## src/rtl/mem_lsu_if.sv

```systemverilog
// mem_lsu_if: request/response handshake and embedded-memory port bundle for mem_lsu.
`ifndef MEM_BYT_8_U
`define MEM_BYT_8_U 8'hFF
`endif

interface mem_lsu_if #(parameter int DATA_WIDTH = 64);
    logic                  iReqValid;
    logic                  oReqReady;
    logic                  iReqWr;
    logic [1:0]            iReqSize;
    logic                  iReqSigned;
    logic [DATA_WIDTH-1:0] iReqAddr;
    logic [DATA_WIDTH-1:0] iReqData;
    logic                  oRspValid;
    logic                  iRspReady;
    logic [DATA_WIDTH-1:0] oRspData;
    logic                  oRspErr;
    logic                  oMemRdEn;
    logic                  oMemWrEn;
    logic [DATA_WIDTH-1:0] oMemAddr;
    logic [DATA_WIDTH-1:0] oMemWrData;
    logic [DATA_WIDTH-1:0] oMemWrByt;
    logic [DATA_WIDTH-1:0] iMemRdData;

    modport slave (
        input  iReqValid, iReqWr, iReqSize, iReqSigned, iReqAddr, iReqData, iRspReady, iMemRdData,
        output oReqReady, oRspValid, oRspData, oRspErr, oMemRdEn, oMemWrEn, oMemAddr, oMemWrData, oMemWrByt
    );

    modport master (
        output iReqValid, iReqWr, iReqSize, iReqSigned, iReqAddr, iReqData, iRspReady, iMemRdData,
        input  oReqReady, oRspValid, oRspData, oRspErr, oMemRdEn, oMemWrEn, oMemAddr, oMemWrData, oMemWrByt
    );
endinterface

```

## src/rtl/mem_lsu.sv

```systemverilog
// mem_lsu: single-outstanding load/store unit with read-modify-write for sub-word stores.
module mem_lsu #(
    parameter int                    DATA_WIDTH = 64,
    parameter logic [DATA_WIDTH-1:0] ADDR_BASE  = 64'h8000_0000
) (
    input logic       iClock,
    input logic       iReset,
    mem_lsu_if.slave  bus
);
    typedef enum logic [2:0] {IDLE, RD, CAP, WR, RESP} state_t;

    state_t                state_q, state_d;
    logic                  wr_q, wr_d, sgn_q, sgn_d, err_q, err_d;
    logic [1:0]            size_q, size_d;
    logic [DATA_WIDTH-1:0] addr_q, addr_d, data_q, data_d, rdata_q, rdata_d;
    logic                  accept, req_err;
    logic [2:0]            align_m;
    logic [5:0]            sh;
    logic [31:0]           lane;
    logic [DATA_WIDTH-1:0] lane_m, ext, merged;

    always_ff @(posedge iClock or posedge iReset) begin
        if (iReset) begin
            state_q <= IDLE;
            wr_q    <= 1'b0;
            sgn_q   <= 1'b0;
            err_q   <= 1'b0;
            size_q  <= '0;
            addr_q  <= '0;
            data_q  <= '0;
            rdata_q <= '0;
        end else begin
            state_q <= state_d;
            wr_q    <= wr_d;
            sgn_q   <= sgn_d;
            err_q   <= err_d;
            size_q  <= size_d;
            addr_q  <= addr_d;
            data_q  <= data_d;
            rdata_q <= rdata_d;
        end
    end

    always_comb begin
        accept  = bus.iReqValid && state_q == IDLE;
        align_m = bus.iReqSize == 2'd0 ? 3'd0 : bus.iReqSize == 2'd1 ? 3'd1 : bus.iReqSize == 2'd2 ? 3'd3 : 3'd7;
        req_err = |(bus.iReqAddr[2:0] & align_m) || bus.iReqAddr < ADDR_BASE;
        wr_d    = accept ? bus.iReqWr : wr_q;
        sgn_d   = accept ? bus.iReqSigned : sgn_q;
        err_d   = accept ? req_err : err_q;
        size_d  = accept ? bus.iReqSize : size_q;
        addr_d  = accept ? bus.iReqAddr : addr_q;
        data_d  = accept ? bus.iReqData : data_q;
        rdata_d = state_q == CAP ? bus.iMemRdData : rdata_q;
        state_d = state_q;
        case (state_q)
            IDLE:    if (accept) state_d = req_err ? RESP : (bus.iReqWr && bus.iReqSize == 2'd3) ? WR : RD;
            RD:      state_d = CAP;
            CAP:     state_d = wr_q ? WR : RESP;
            WR:      state_d = RESP;
            RESP:    if (bus.iRspReady) state_d = IDLE;
            default: state_d = IDLE;
        endcase
    end

    // Lane extraction for loads and byte-lane merge for read-modify-write stores.
    always_comb begin
        sh     = {addr_q[2:0], 3'b000};
        lane   = 32'(rdata_q >> sh);
        lane_m = size_q == 2'd0 ? DATA_WIDTH'(8'hFF) : size_q == 2'd1 ? DATA_WIDTH'(16'hFFFF) : DATA_WIDTH'(32'hFFFF_FFFF);
        ext    = size_q == 2'd3 ? rdata_q :
                 size_q == 2'd0 ? {{(DATA_WIDTH-8){sgn_q & lane[7]}}, lane[7:0]} :
                 size_q == 2'd1 ? {{(DATA_WIDTH-16){sgn_q & lane[15]}}, lane[15:0]} :
                                  {{(DATA_WIDTH-32){sgn_q & lane[31]}}, lane};
        merged = size_q == 2'd3 ? data_q : (rdata_q & ~(lane_m << sh)) | ((data_q & lane_m) << sh);
    end

    always_comb begin
        bus.oReqReady  = state_q == IDLE;
        bus.oRspValid  = state_q == RESP;
        bus.oRspErr    = state_q == RESP && err_q;
        bus.oRspData   = (state_q == RESP && !err_q && !wr_q) ? ext : '0;
        bus.oMemRdEn   = state_q == RD;
        bus.oMemWrEn   = state_q == WR;
        bus.oMemAddr   = (state_q == RD || state_q == WR) ? {addr_q[DATA_WIDTH-1:3], 3'b000} : '0;
        bus.oMemWrData = state_q == WR ? merged : '0;
        bus.oMemWrByt  = state_q == WR ? DATA_WIDTH'(`MEM_BYT_8_U) : '0;
    end
endmodule

```

## src/flat_wrapper.sv

```systemverilog
// flat-port wrapper written by rule: the top's interface ports become plain ports
module mem_lsu_flat 
#(
    parameter int                    DATA_WIDTH = 64,
    parameter logic [DATA_WIDTH-1:0] ADDR_BASE  = 64'h8000_0000
)
  (iClock, iReset, bus_iReqValid, bus_iReqWr, bus_iReqSize, bus_iReqSigned, bus_iReqAddr, bus_iReqData, bus_iRspReady, bus_iMemRdData, bus_oReqReady, bus_oRspValid, bus_oRspData, bus_oRspErr, bus_oMemRdEn, bus_oMemWrEn, bus_oMemAddr, bus_oMemWrData, bus_oMemWrByt);
  mem_lsu_if #(.DATA_WIDTH(DATA_WIDTH)) bus_i ();
  input logic iClock;
  input logic iReset;
  input wire logic [$bits(bus_i.iReqValid)-1:0] bus_iReqValid;
  input wire logic [$bits(bus_i.iReqWr)-1:0] bus_iReqWr;
  input wire logic [$bits(bus_i.iReqSize)-1:0] bus_iReqSize;
  input wire logic [$bits(bus_i.iReqSigned)-1:0] bus_iReqSigned;
  input wire logic [$bits(bus_i.iReqAddr)-1:0] bus_iReqAddr;
  input wire logic [$bits(bus_i.iReqData)-1:0] bus_iReqData;
  input wire logic [$bits(bus_i.iRspReady)-1:0] bus_iRspReady;
  input wire logic [$bits(bus_i.iMemRdData)-1:0] bus_iMemRdData;
  output wire logic [$bits(bus_i.oReqReady)-1:0] bus_oReqReady;
  output wire logic [$bits(bus_i.oRspValid)-1:0] bus_oRspValid;
  output wire logic [$bits(bus_i.oRspData)-1:0] bus_oRspData;
  output wire logic [$bits(bus_i.oRspErr)-1:0] bus_oRspErr;
  output wire logic [$bits(bus_i.oMemRdEn)-1:0] bus_oMemRdEn;
  output wire logic [$bits(bus_i.oMemWrEn)-1:0] bus_oMemWrEn;
  output wire logic [$bits(bus_i.oMemAddr)-1:0] bus_oMemAddr;
  output wire logic [$bits(bus_i.oMemWrData)-1:0] bus_oMemWrData;
  output wire logic [$bits(bus_i.oMemWrByt)-1:0] bus_oMemWrByt;
  assign bus_i.iReqValid = bus_iReqValid;
  assign bus_i.iReqWr = bus_iReqWr;
  assign bus_i.iReqSize = bus_iReqSize;
  assign bus_i.iReqSigned = bus_iReqSigned;
  assign bus_i.iReqAddr = bus_iReqAddr;
  assign bus_i.iReqData = bus_iReqData;
  assign bus_i.iRspReady = bus_iRspReady;
  assign bus_i.iMemRdData = bus_iMemRdData;
  assign bus_oReqReady = bus_i.oReqReady;
  assign bus_oRspValid = bus_i.oRspValid;
  assign bus_oRspData = bus_i.oRspData;
  assign bus_oRspErr = bus_i.oRspErr;
  assign bus_oMemRdEn = bus_i.oMemRdEn;
  assign bus_oMemWrEn = bus_i.oMemWrEn;
  assign bus_oMemAddr = bus_i.oMemAddr;
  assign bus_oMemWrData = bus_i.oMemWrData;
  assign bus_oMemWrByt = bus_i.oMemWrByt;
  mem_lsu #(.DATA_WIDTH(DATA_WIDTH), .ADDR_BASE(ADDR_BASE)) u_core (.iClock(iClock), .iReset(iReset), .bus(bus_i));
endmodule
```

## config.mk

```make
export PLATFORM = sky130hd
export DESIGN_NAME = mem_lsu_flat
export DESIGN_NICKNAME = d
export VERILOG_FILES = /design/src/rtl/mem_lsu_if.sv /design/src/rtl/mem_lsu.sv /design/src/flat_wrapper.sv
export SDC_FILE = /design/constraint.sdc
export NUM_CORES = 1
export LEC_CHECK = 0
export BUFFER_PORTS_ARGS = -buffer_cell sky130_fd_sc_hd__buf_4
export CAP_MARGIN = 20
export CORE_UTILIZATION = 30
export DETAILED_ROUTE_END_ITERATION = 10
export RECOVER_POWER = 100
export SETUP_SLACK_MARGIN = 0.3
export SYNTH_ARGS = -nofsm -noshare
export SYNTH_HDL_FRONTEND = slang
export SYNTH_SLANG_ARGS = --single-unit
```

## constraint.sdc

```tcl
create_clock -name iClock -period 5.7 [get_ports iClock]
set_input_delay 0.285 -clock iClock [delete_from_list [all_inputs] [get_ports iClock]]
set_output_delay 0.285 -clock iClock [all_outputs]
set_load 0.02 [all_outputs]
```

==> Yosys cells after proc, flatten, opt, wreduce, memory -nomap -nowiden <==
Index checks and enable logic that the tools add are counted.
{ "totals": {"regBits": 200, "in_bits": 200, "output_inout_bits": 261, "word_cells": 64} }
{ "op_classes": {"n_lt_le_gt_ge": 1, "n_eq_ne": 11, "shift": 3, "mux": 19, "bitwise_logic": 8, "reduce_logical": 14} }
{ "op_table": {"columns": ["operator", "n"], "rows": [
  ["64-bit 2-to-1 mux", 8],
  ["64-bit bitwise AND", 2],
  ["64-bit by 6-bit left shift with 64-bit output", 2],
  ["64-bit by 32-bit < comparator with 1-bit output, second input constant", 1],
  ["64-bit inverter", 1],
  ["64-bit bitwise OR", 1],
  ["64-bit by 6-bit right shift with 32-bit output", 1],
  ["32-bit 2-to-1 mux", 1],
  ["3-bit 2-to-1 mux", 7],
  ["3-bit case mux with 5 select lines", 1],
  ["8-bit 2-to-1 mux", 1],
  ["2-bit equality test, second input constant", 3],
  ["3-bit by 2-bit equality test with 1-bit output, second input constant", 2],
  ["1-bit logical AND", 5],
  ["2-bit by 1-bit equality test with 1-bit output, second input constant", 2],
  ["2-bit zero test", 2],
  ["1-bit bitwise AND", 3],
  ["3-bit bitwise AND", 1],
  ["3-bit by 1-bit equality test with 1-bit output, second input constant", 1],
  ["3-bit equality test, second input constant", 1],
  ["3-bit zero test", 1],
  ["3-bit OR reduction", 1],
  ["1-bit zero test", 2],
  ["1-bit logical OR", 2],
  ["other kinds (4)", 4]
]} }

==> Longest topological paths before layout <==
Gate-level depths: netlist of run 1.
{ "logic_depth": {"ltp_word": 10, "ltp_mapped": 9} }

==> Least setup slack after synthesis of run 1 <==
Ideal clock, no wire load.
{ "synth_timing": {"path_kind": "register -> output", "startpoint": "register u_core.addr_q[0]", "endpoint": "output port bus_oMemWrData[47]", "arrival_time_ns": 2.307, "t_required_ns": 5.415, "path_slack_ns": 3.108, "path_stages_with_launch": 9, "cell_sequence": "dfrtp_1 -> buf_6 -> buf_2 -> buf_2 -> buf_1 -> o21a_1 -> a21oi_1 -> nand2_1 -> a311oi_1"} }
{ "synth_via": {"elab_chain_len": 6, "elab_cells_between_ends": 7, "classes_between": "shift (2); mux (2); bitwise (3)"} }
{ "synth_lines": {"columns": ["item", "line", "source"], "rows": [
  ["start, declared", "mem_lsu.sv:15", "logic [DATA_WIDTH-1:0] addr_q, addr_d, data_q, data_d, rdata_q, rdata_d;"],
  ["start signal, assigned", "mem_lsu.sv:38", "addr_q <= addr_d;"],
  ["64-bit by 6-bit left shift with 64-bit output", "mem_lsu.sv:75", "merged = size_q == 2'd3 ? data_q : (rdata_q & ~(lane_m << sh)) | ((data_q & lane_m) << sh);"],
  ["64-bit inverter", "mem_lsu.sv:75", null],
  ["64-bit bitwise AND", "mem_lsu.sv:75", null],
  ["64-bit bitwise OR (*)", "mem_lsu.sv:75", null],
  ["64-bit 2-to-1 mux (*)", "mem_lsu.sv:75", null],
  ["64-bit 2-to-1 mux (*)", "mem_lsu.sv:86", "bus.oMemWrData = state_q == WR ? merged : '0;"],
  ["end, declared", "flat_wrapper.sv:26", "output wire logic [$bits(bus_i.oMemWrData)-1:0] bus_oMemWrData;"]
]} }
Every way passes the cells marked *; elsewhere a longest branch is shown, timed or not.

==> Worst setup path after layout of run 1 <==
{ "layout_timing": {"startpoint": "register u_core.size_q[0]", "endpoint": "output port bus_oMemWrData[48]"} }
{ "layout_via": {"elab_chain_len": 9, "elab_cells_between_ends": 13, "classes_between": "eq/ne (2); shift (2); mux (4); bitwise (4); reduce/logical (1)"} }
{ "layout_lines": {"columns": ["item", "line", "source"], "rows": [
  ["start, declared", "mem_lsu.sv:14", "logic [1:0] size_q, size_d;"],
  ["start signal, assigned", "mem_lsu.sv:37", "size_q <= size_d;"],
  ["2-bit by 1-bit equality test with 1-bit output", "mem_lsu.sv:70", "lane_m = size_q == 2'd0 ? DATA_WIDTH'(8'hFF) : size_q == 2'd1 ? DATA_WIDTH'(16'hFFFF) : DATA_WIDTH'(32'hFFFF_F ..."],
  ["32-bit 2-to-1 mux", "mem_lsu.sv:70", null],
  ["64-bit 2-to-1 mux", "mem_lsu.sv:70", null],
  ["64-bit by 6-bit left shift with 64-bit output", "mem_lsu.sv:75", null],
  ["64-bit inverter", "mem_lsu.sv:75", null],
  ["64-bit bitwise AND", "mem_lsu.sv:75", null],
  ["64-bit bitwise OR", "mem_lsu.sv:75", null],
  ["64-bit 2-to-1 mux (*)", "mem_lsu.sv:75", null],
  ["64-bit 2-to-1 mux (*)", "mem_lsu.sv:86", null]
]} }
Marks and branches as above.

==> results of run 1 <==
## path summary, 6_finish.rpt
check / to / depth (start not counted)
min: u_core.rdata_q[1]$_DFFE_PP0N_ / 2
max: bus_oMemWrData[48] / 5
min reg2reg: u_core.data_q[58]$_DFFE_PP0P_ / 2
min in group asynchronous: u_core.addr_q[16]$_DFFE_PP0P_ / 3
max in group asynchronous: u_core.data_q[17]$_DFFE_PP0P_ / 4
max reg2reg: u_core.data_q[6]$_DFFE_PP0P_ / 5
## power groups by stage
| stage | Sequential [uW] | Combinational, uW | Clock (uW) |
|---|---|---|---|
| final | 3390 | 5100 | 1320 |
| after global routing | 3440 | 5560 | 1400 |
| after floorplan | 2560 | 3700 | 0 |
| after CTS | 3330 | 5090 | 1360 |
| after global placement | 3340 | 4910 | 0 |
| after detailed placement | 3350 | 4960 | 0 |
## per-stage QoR
| step | hold slack (ns) | cells |
|---|---|---|
| 2_1_floorplan | 0.390 | 1650 |
| 3_3_place_gp | 0.423 | 2417 |
| 3_5_place_dp | 0.426 | 2417 |
| 4_1_cts | 0.000650 | 2637 |
| 5_1_grt | 0.0213 | 2639 |
| 6_report | 0.0484 | 2641 |
## layout make-up
| cell class | instances | area share [%] |
|---|---|---|
| clock buffers | 18 | 2.45 |
| inverters | 10 | 0.216 |
| well taps | 539 | 3.76 |
| diodes | 4 | 0.0559 |
| clock inverters | 12 | 0.992 |
| flip-flops and latches | 200 | 27.9 |
| repair buffers | 610 | 25.7 |
| multi-input cells | 1248 | 38.9 |
## layer usage
layer	wire, um	up-vias	GRT usage (%)	part of all wire (%)
met2	26900	740	42.2	46
met1	23800	6732	33.5	41
met5	8	-	0	0.014
li1	-	6317	-	-
met3	5060	130	7.34	8.7
met4	2570	2	13.2	4.4
## cells in the mapped netlist, types with 2 or more instances
cell	n	area share (%)
and2_1	64	3.1
a2bb2oi_1	2	0.14
nor2_1	112	3.3
nor3_1	26	1.0
a221oi_1	43	2.9
a21oi_1	46	1.8
o32ai_1	8	0.55
and3_1	3	0.15
buf_2	11	0.43
buf_1	12	0.35
a21o_1	10	0.59
nand2_1	475	14
buf_6	3	0.26
or3_1	2	0.098
nand2b_1	13	0.64
or2_2	3	0.15
a211oi_1	27	1.6
inv_1	9	0.26
nand3_1	17	0.67
nor2b_1	13	0.64
o21ai_1	5	0.20
o21ai_0	92	3.6
buf_4	68	4.0
o211ai_1	5	0.29
a22oi_1	15	0.88
o22ai_1	14	0.68
o221ai_1	2	0.14
mux2_2	72	6.3
dfrtp_1	200	39
o21a_1	27	1.6
mux4_2	11	1.9
nor4_1	7	0.34
mux2i_1	37	2.9
a31oi_1	15	0.73
a311oi_1	4	0.27
a32oi_1	3	0.21
clkbuf_1	98	2.9
nand4_1	3	0.15
## sequential cells by signal, summed over array words and instances (netlist names)
signal / cells
u_core.addr_q: 64
u_core.data_q: 64
u_core.err_q: 1
u_core.rdata_q: 64
u_core.sgn_q: 1
u_core.size_q: 2
u_core.state_q: 3
u_core.wr_q: 1
## critical path, cell delays in order (launching register included)
cell	delay, ns
dfrtp_1	1.06
nand2_2	0.92
clkbuf_1	1.21
o21ai_0	0.32
a21oi_1	0.35
clkbuf_1	0.27
## logic make-up (layout without fill, tap and decap cells)
logic type / count (synthesis) / in the layout / share of synthesized area (%)
other: 1 / 63 / 0.0293
buffers and inverters: 202 / 650 / 8.21
and+or+nand+nor: 743 / 743 / 24.6
DFF: 200 / 200 / 39.1
muxes: 120 / 120 / 11.2
AOI/OAI and AO/OA: 326 / 326 / 16.9
==> metrics.yaml, run 1 <==
ant_nets: 0
drive_gt1_share_pct: 20.4
avgViaCountPerCell: 5.27
final_cell_mix: "474 x nand2_1, 298 x buf_4, 198 x dfrtp_1, 190 x dlygate4sd3_1, 119 x clkbuf_1"
coreArea_mm2: 0.0420
layout_commonest_cell: "nand2_1"
htree_num_levels: 4
post_drt_wl_per_cell_um: 22.1
path_class: "flop to output port"
design.die.area_mm2: 0.0435
drt_iter0_markers: 1114
ys.flop_type: "dfrtp_1"
nets: 2287
hp-start: "bus_iMemRdData[1]"
clk_path_buf_depth: 2
grtUsageTotal_pct: 26.7
clkPwrFrac_pct: 13.4
p_leak_uw: 0.00821
vias: 13900
yosysWarnings: 0
cts_sinks: 200
first_pass_iters: 6
clock_skew_ns: 0.0116
io_pins: 461
layout_setup_ws_ns: 0.777
grt_antenna_before_repair: 4
crit_required_ns: 5.41
synth-edff-count: 0
finish.utilization_pct: 42.6
regArea_mm2: 0.00501
hold_viol: 0
clk_pin_slew_ns: 0.07
die_w_um: 208
startpoint_type: "flop"
postCtsSetupBuffers: 0
cts_inserted_buffers: 17
clock.fmax_ghz: 0.203
period_needed_ns: 4.92
rrSetupSlack_ns: 1.33
p_sw_uw: 5010
setup_violations: 0
fin_area_mm2: 0.0179
max_cap_viol_count: 9
preCtsSetupSlack_ns: 1.89
tritoncts: "built"
grt_pass1_wl_um: 85900
clk_latency_ns: 0.49
synth_cell_type_count: 53
syn_area_per_cell_um2: 8.03
yosys_register_bits: 200
drc_errors: 0
grt_max_degree: 111
comb_power_share_pct: 52.0
endpoint_kind: "output port"
r2r-start: "u_core.state_q[0]$_DFFE_PP0P_"
hold_path_class: "input port to flop"
finalSetupTns_ns: 0
p_per_area_mw_per_mm2: 548
timing.final.crit_share_pct: 86.4
die_h_um: 208
initial_core_util_pct: 30.4
placed_area_mm2: 0.0159
status: "finished, violations left"
power_uw: 9810
hold_buffers: 190
area_delta_synth_final_pct: 40.1
synthCells: 1592
p_int_uw: 4800
place_congestion: 0.921
rows: 75
grt_remaining_overflow: 0
cts-resized-gates: 0
rsz0062_at_grt: "false"
max_slew_margin_pct: -143
arrival_ns: 4.64
cp-startpoint: "u_core.size_q[0]$_DFFE_PP0P_"
ys_seq_area_share_pct: 39.1
report.final.slew_viol_count: 560
failed_checks: "capacitance limit, slew limit"
routed_wl_um: 58300
syn_area_mm2: 0.0128
synthArstFlopShare_pct: 100
worst_pin_slew_ns: 3.64
switching_share_pct: 51.0
multi_input_area_mm2: 0.00697
ctsRootBufferMaster: "clkbuf_16"
first_global_vias: 13500
power_frac_seq_pct: 34.5
hpwl_um: 42800
ir_drop_mv: 0.358
port-buffer-count: 401
nFillCells: 4201
cp_max_fo: 45
Note: power is estimated with default switching activity, not from simulation.
==> inputs of run 2 (changes only) <==
- ABC_AREA: unset -> 1
- CORE_UTILIZATION: 30 -> 40
- PLACE_DENSITY: unset -> 0.69
==> metrics.yaml, run 2 <==
worst_hold_slack_ns: 0.0276  # was 0.0484 ns
ant_nets: 0  # unchanged
first_pass_iters: 6  # unchanged
post_drt_wl_per_cell_um: 20.8  # was 22.1 um
synth_cell_type_count: 43  # was 53
yosys_register_bits: 200  # unchanged
initial_core_util_pct: 40.6  # was 30.4%
design.die.area_mm2: 0.0338  # was 0.0435 mm^2
ctsRootBufferMaster: "clkbuf_16"  # unchanged
crit_family: "buffers and inverters"  # unchanged
clock.fmax_ghz: 0.207  # was 0.203 GHz
path_class: "flop to output port"  # unchanged
grt_antenna_before_repair: 0  # was 4
postCtsSetupBuffers: 0  # unchanged
place_congestion: 0.994  # was 0.921
drc_errors: 0  # unchanged
ir_drop_mv: 0.317  # was 0.358 mV
report.final.slew_viol_count: 477  # was 560
ys.flop_type: "dfrtp_1"  # unchanged
grtUsageTotal_pct: 31.8  # was 26.7%
antennaDiodeCount: 0  # was 4
hpwl_um: 41300  # was 42800 um
routed_wl_um: 54100  # was 58300 um
area_delta_synth_final_pct: 20.0  # was 40.1%
synthArstFlopShare_pct: 100  # unchanged
drive_gt1_share_pct: 18.2  # was 20.4%
crit_path_top_delay_cell: "clkbuf_1"  # unchanged
avgViaCountPerCell: 5.30  # was 5.27
synth.most_common_cell: "nand2_1"  # unchanged
tritoncts: "built"  # unchanged
grt_pass1_wl_um: 79200  # was 85900 um
hold_viol: 0  # unchanged
timing.final.crit_share_pct: 84.8  # was 86.4%
rsz0062_at_grt: "false"  # unchanged
crit_top_cell: "a21oi_1"  # was clkbuf_1
finish.utilization_pct: 48.8  # was 42.6%
endpoint_kind: "output port"  # unchanged
arrival_ns: 4.55  # was 4.64 ns
crit_buf_inv: 3  # was 2
coreArea_mm2: 0.0325  # was 0.0420 mm^2
max_stage_delay_ns: 1.80  # was 1.21 ns
cts-resized-gates: 0  # unchanged
first_global_vias: 13000  # was 13.5k
hold_path_class: "input port to flop"  # unchanged
cts_sinks: 200  # unchanged
p_leak_uw: 0.00771  # was 0.00821 uW
syn_area_per_cell_um2: 7.22  # was 8.03 um^2
rows: 66  # was 75
yosysWarnings: 0  # unchanged
status: "finished, violations left"  # unchanged
worst_pin_slew_ns: 3.83  # was 3.64 ns
top_regs: "u_core.addr_q: 64 flops, u_core.data_q: 64 flops, u_core.rdata_q: 64 flops"  # unchanged
io_pins: 461  # unchanged
cts_inserted_buffers: 17  # unchanged
path_cells: "nand2_4 > inv_2 > clkbuf_1 > a21oi_1 > a21oi_1 > buf_4"  # was nand2_2 > clkbuf_1 > o21ai_0 > a21oi_1 > clkbuf_1
cp_max_fo: 55  # was 45
synthCells: 1831  # was 1592
clock_skew_ns: 0.00587  # was 0.0116 ns
final_cell_mix: "425 x nand2_1, 250 x buf_4, 235 x nor2_1, 199 x dfrtp_1, 184 x a21oi_1"  # was 474 x nand2_1, 298 x buf_4, 198 x dfrtp_1, 190 x dlygate4sd3_1, 119 x clkbuf_1
failed_checks: "capacitance limit, slew limit"  # unchanged
die_w_um: 184  # was 208 um
drt_iter0_markers: 1373  # was 1114
clk_path_buf_depth: 2  # unchanged
synth_top_area_share_pct: 37.8  # was 39.1%
setup_violations: 0  # unchanged
startpoint_type: "flop"  # unchanged
port-buffer-count: 401  # unchanged
clk_pin_slew_ns: 0.08  # was 0.07 ns
layout_commonest_cell: "nand2_1"  # unchanged
htree_num_levels: 4  # unchanged
period_needed_ns: 4.83  # was 4.92 ns
max_slew_margin_pct: -155  # was -143%
max_cap_viol_count: 7  # was 9
clk_latency_ns: 0.46  # was 0.49 ns
die_h_um: 184  # was 208 um
synth_area_leaders: "dfrtp_1 38%, nand2_1 12%, a21oi_1 6.9%, o21ai_0 6.3%, nor2_1 6.1%"  # was dfrtp_1 39%, nand2_1 14%, mux2_2 6.3%, buf_4 4.0%, o21ai_0 3.6%
syn_area_mm2: 0.0132  # was 0.0128 mm^2
synth-edff-count: 0  # unchanged
grt_remaining_overflow: 0  # unchanged
ys_seq_area_share_pct: 37.8  # was 39.1%
vias: 13800  # was 13.9k
grt_max_degree: 105  # was 111
crit_required_ns: 5.41  # about the same
synth_common_cells: "425 x nand2_1, 216 x nor2_1, 200 x dfrtp_1, 183 x a21oi_1, 167 x o21ai_0"  # was 475 x nand2_1, 200 x dfrtp_1, 112 x nor2_1, 98 x clkbuf_1, 92 x o21ai_0
synth_area_leader_cell: "dfrtp_1"  # unchanged
nets: 2342  # was 2287
finalSetupTns_ns: 0  # unchanged
p_per_area_mw_per_mm2: 616  # was 548 mW/mm^2
-- run 2: cell types whose count changed in the layout (fill, tap and decap cells not counted), moves of 27 or more --
cell | before | now
nor2_1 | 110 | 235
o21ai_0 | 93 | 169
and2_0 | 50 | 0
a211oi_1 | 27 | 0
inv_1 | 8 | 145
buf_4 | 298 | 250
o21ai_1 | 4 | 60
dlygate4sd3_1 | 190 | 1
clkbuf_1 | 119 | 164
mux2i_1 | 37 | 4
a21oi_1 | 46 | 184
a221oi_1 | 43 | 0
nand2_1 | 474 | 425
-- run 2: cell type report --
type	instances	area (um^2)
fill	3447	16700
multi-input combinational	1348	6560
sequential	200	5010
timing repair buffer	418	2560
inverter	157	598
tap	442	553
clock buffer	20	457
clock inverter	11	139
-- run 2: cells by family (layout without fill, tap and decap cells) --
group | Yosys count | after routing | share of synthesized area (%)
AOI/OAI and AO/OA | 464 | 464 | 18.5
other | 1 | 59 | 0.0284
DFF | 200 | 200 | 37.8
and+or+nand+nor | 756 | 756 | 24.9
buffers and inverters | 341 | 606 | 12.8
muxes | 69 | 69 | 5.84
-- run 2: worst reg2reg max path: cells and delay by family, from the launching register on --
kind	cells	cell delay [ns]
buffers and inverters	2	2.78
and+or+nand+nor	2	0.79
DFF	1	0.37
AOI/OAI and AO/OA	1	0.28
-- run 2: layer usage --
| layer | vias up | GRT usage (%) | wire length [um] |
|---|---|---|---|
| li1 | 6447 | - | - |
| met4 | 0 | 13.5 | 2140 |
| met1 | 6519 | 41.8 | 22500 |
| met2 | 703 | 51.3 | 25200 |
| met3 | 95 | 5.57 | 4330 |
| met5 | - | 0 | 0 |
-- run 2: stage by stage --
step / area [um^2] / power (uW) / setup WS, ns / instances
after detailed placement: 16100 / 8660 / 2.32 / 2564
final: 15900 / 9780 / 0.866 / 2596
after global placement: 16100 / 8610 / 2.35 / 2563
after floorplan: 13400 / 6590 / 2.83 / 1889
after CTS: 16700 / 9940 / 1.82 / 2596
after global routing: 15900 / 10400 / 0.775 / 2596
-- run 2: worst paths after layout --
path	startpoint	endpoint	slack, ns	depth (start not counted)
max reg2reg	u_core.state_q[1]$_DFFE_PP0P_	u_core.rdata_q[16]$_DFFE_PP0N_	1.33	5
max in group asynchronous	iReset	u_core.addr_q[31]$_DFFE_PP0P_	1.85	4
max	u_core.size_q[1]$_DFFE_PP0P_	bus_oMemWrData[11]	0.87	6
min in group asynchronous	iReset	u_core.state_q[2]$_DFFE_PP0P_	0.71	3
min reg2reg	u_core.addr_q[44]$_DFFE_PP0P_	u_core.addr_q[44]$_DFFE_PP0P_	0.49	2
min	bus_iMemRdData[60]	u_core.rdata_q[60]$_DFFE_PP0N_	0.03	3
-- run 2: repair_timing --
| action | in CTS | in global routing |
|---|---|---|
| hold endpoints to repair | 27 | 0 |
| endpoints found under the setup margin | 0 | 0 |
| hold buffers | 1 | 0 |
-- run 2: power breakdown --
part | switching, uW | total, uW | internal [uW]
clock network | 588 | 1260 | 677
registers | 866 | 3000 | 2130
logic | 3790 | 5520 | 1730
total | 5250 | 9780 | 4540
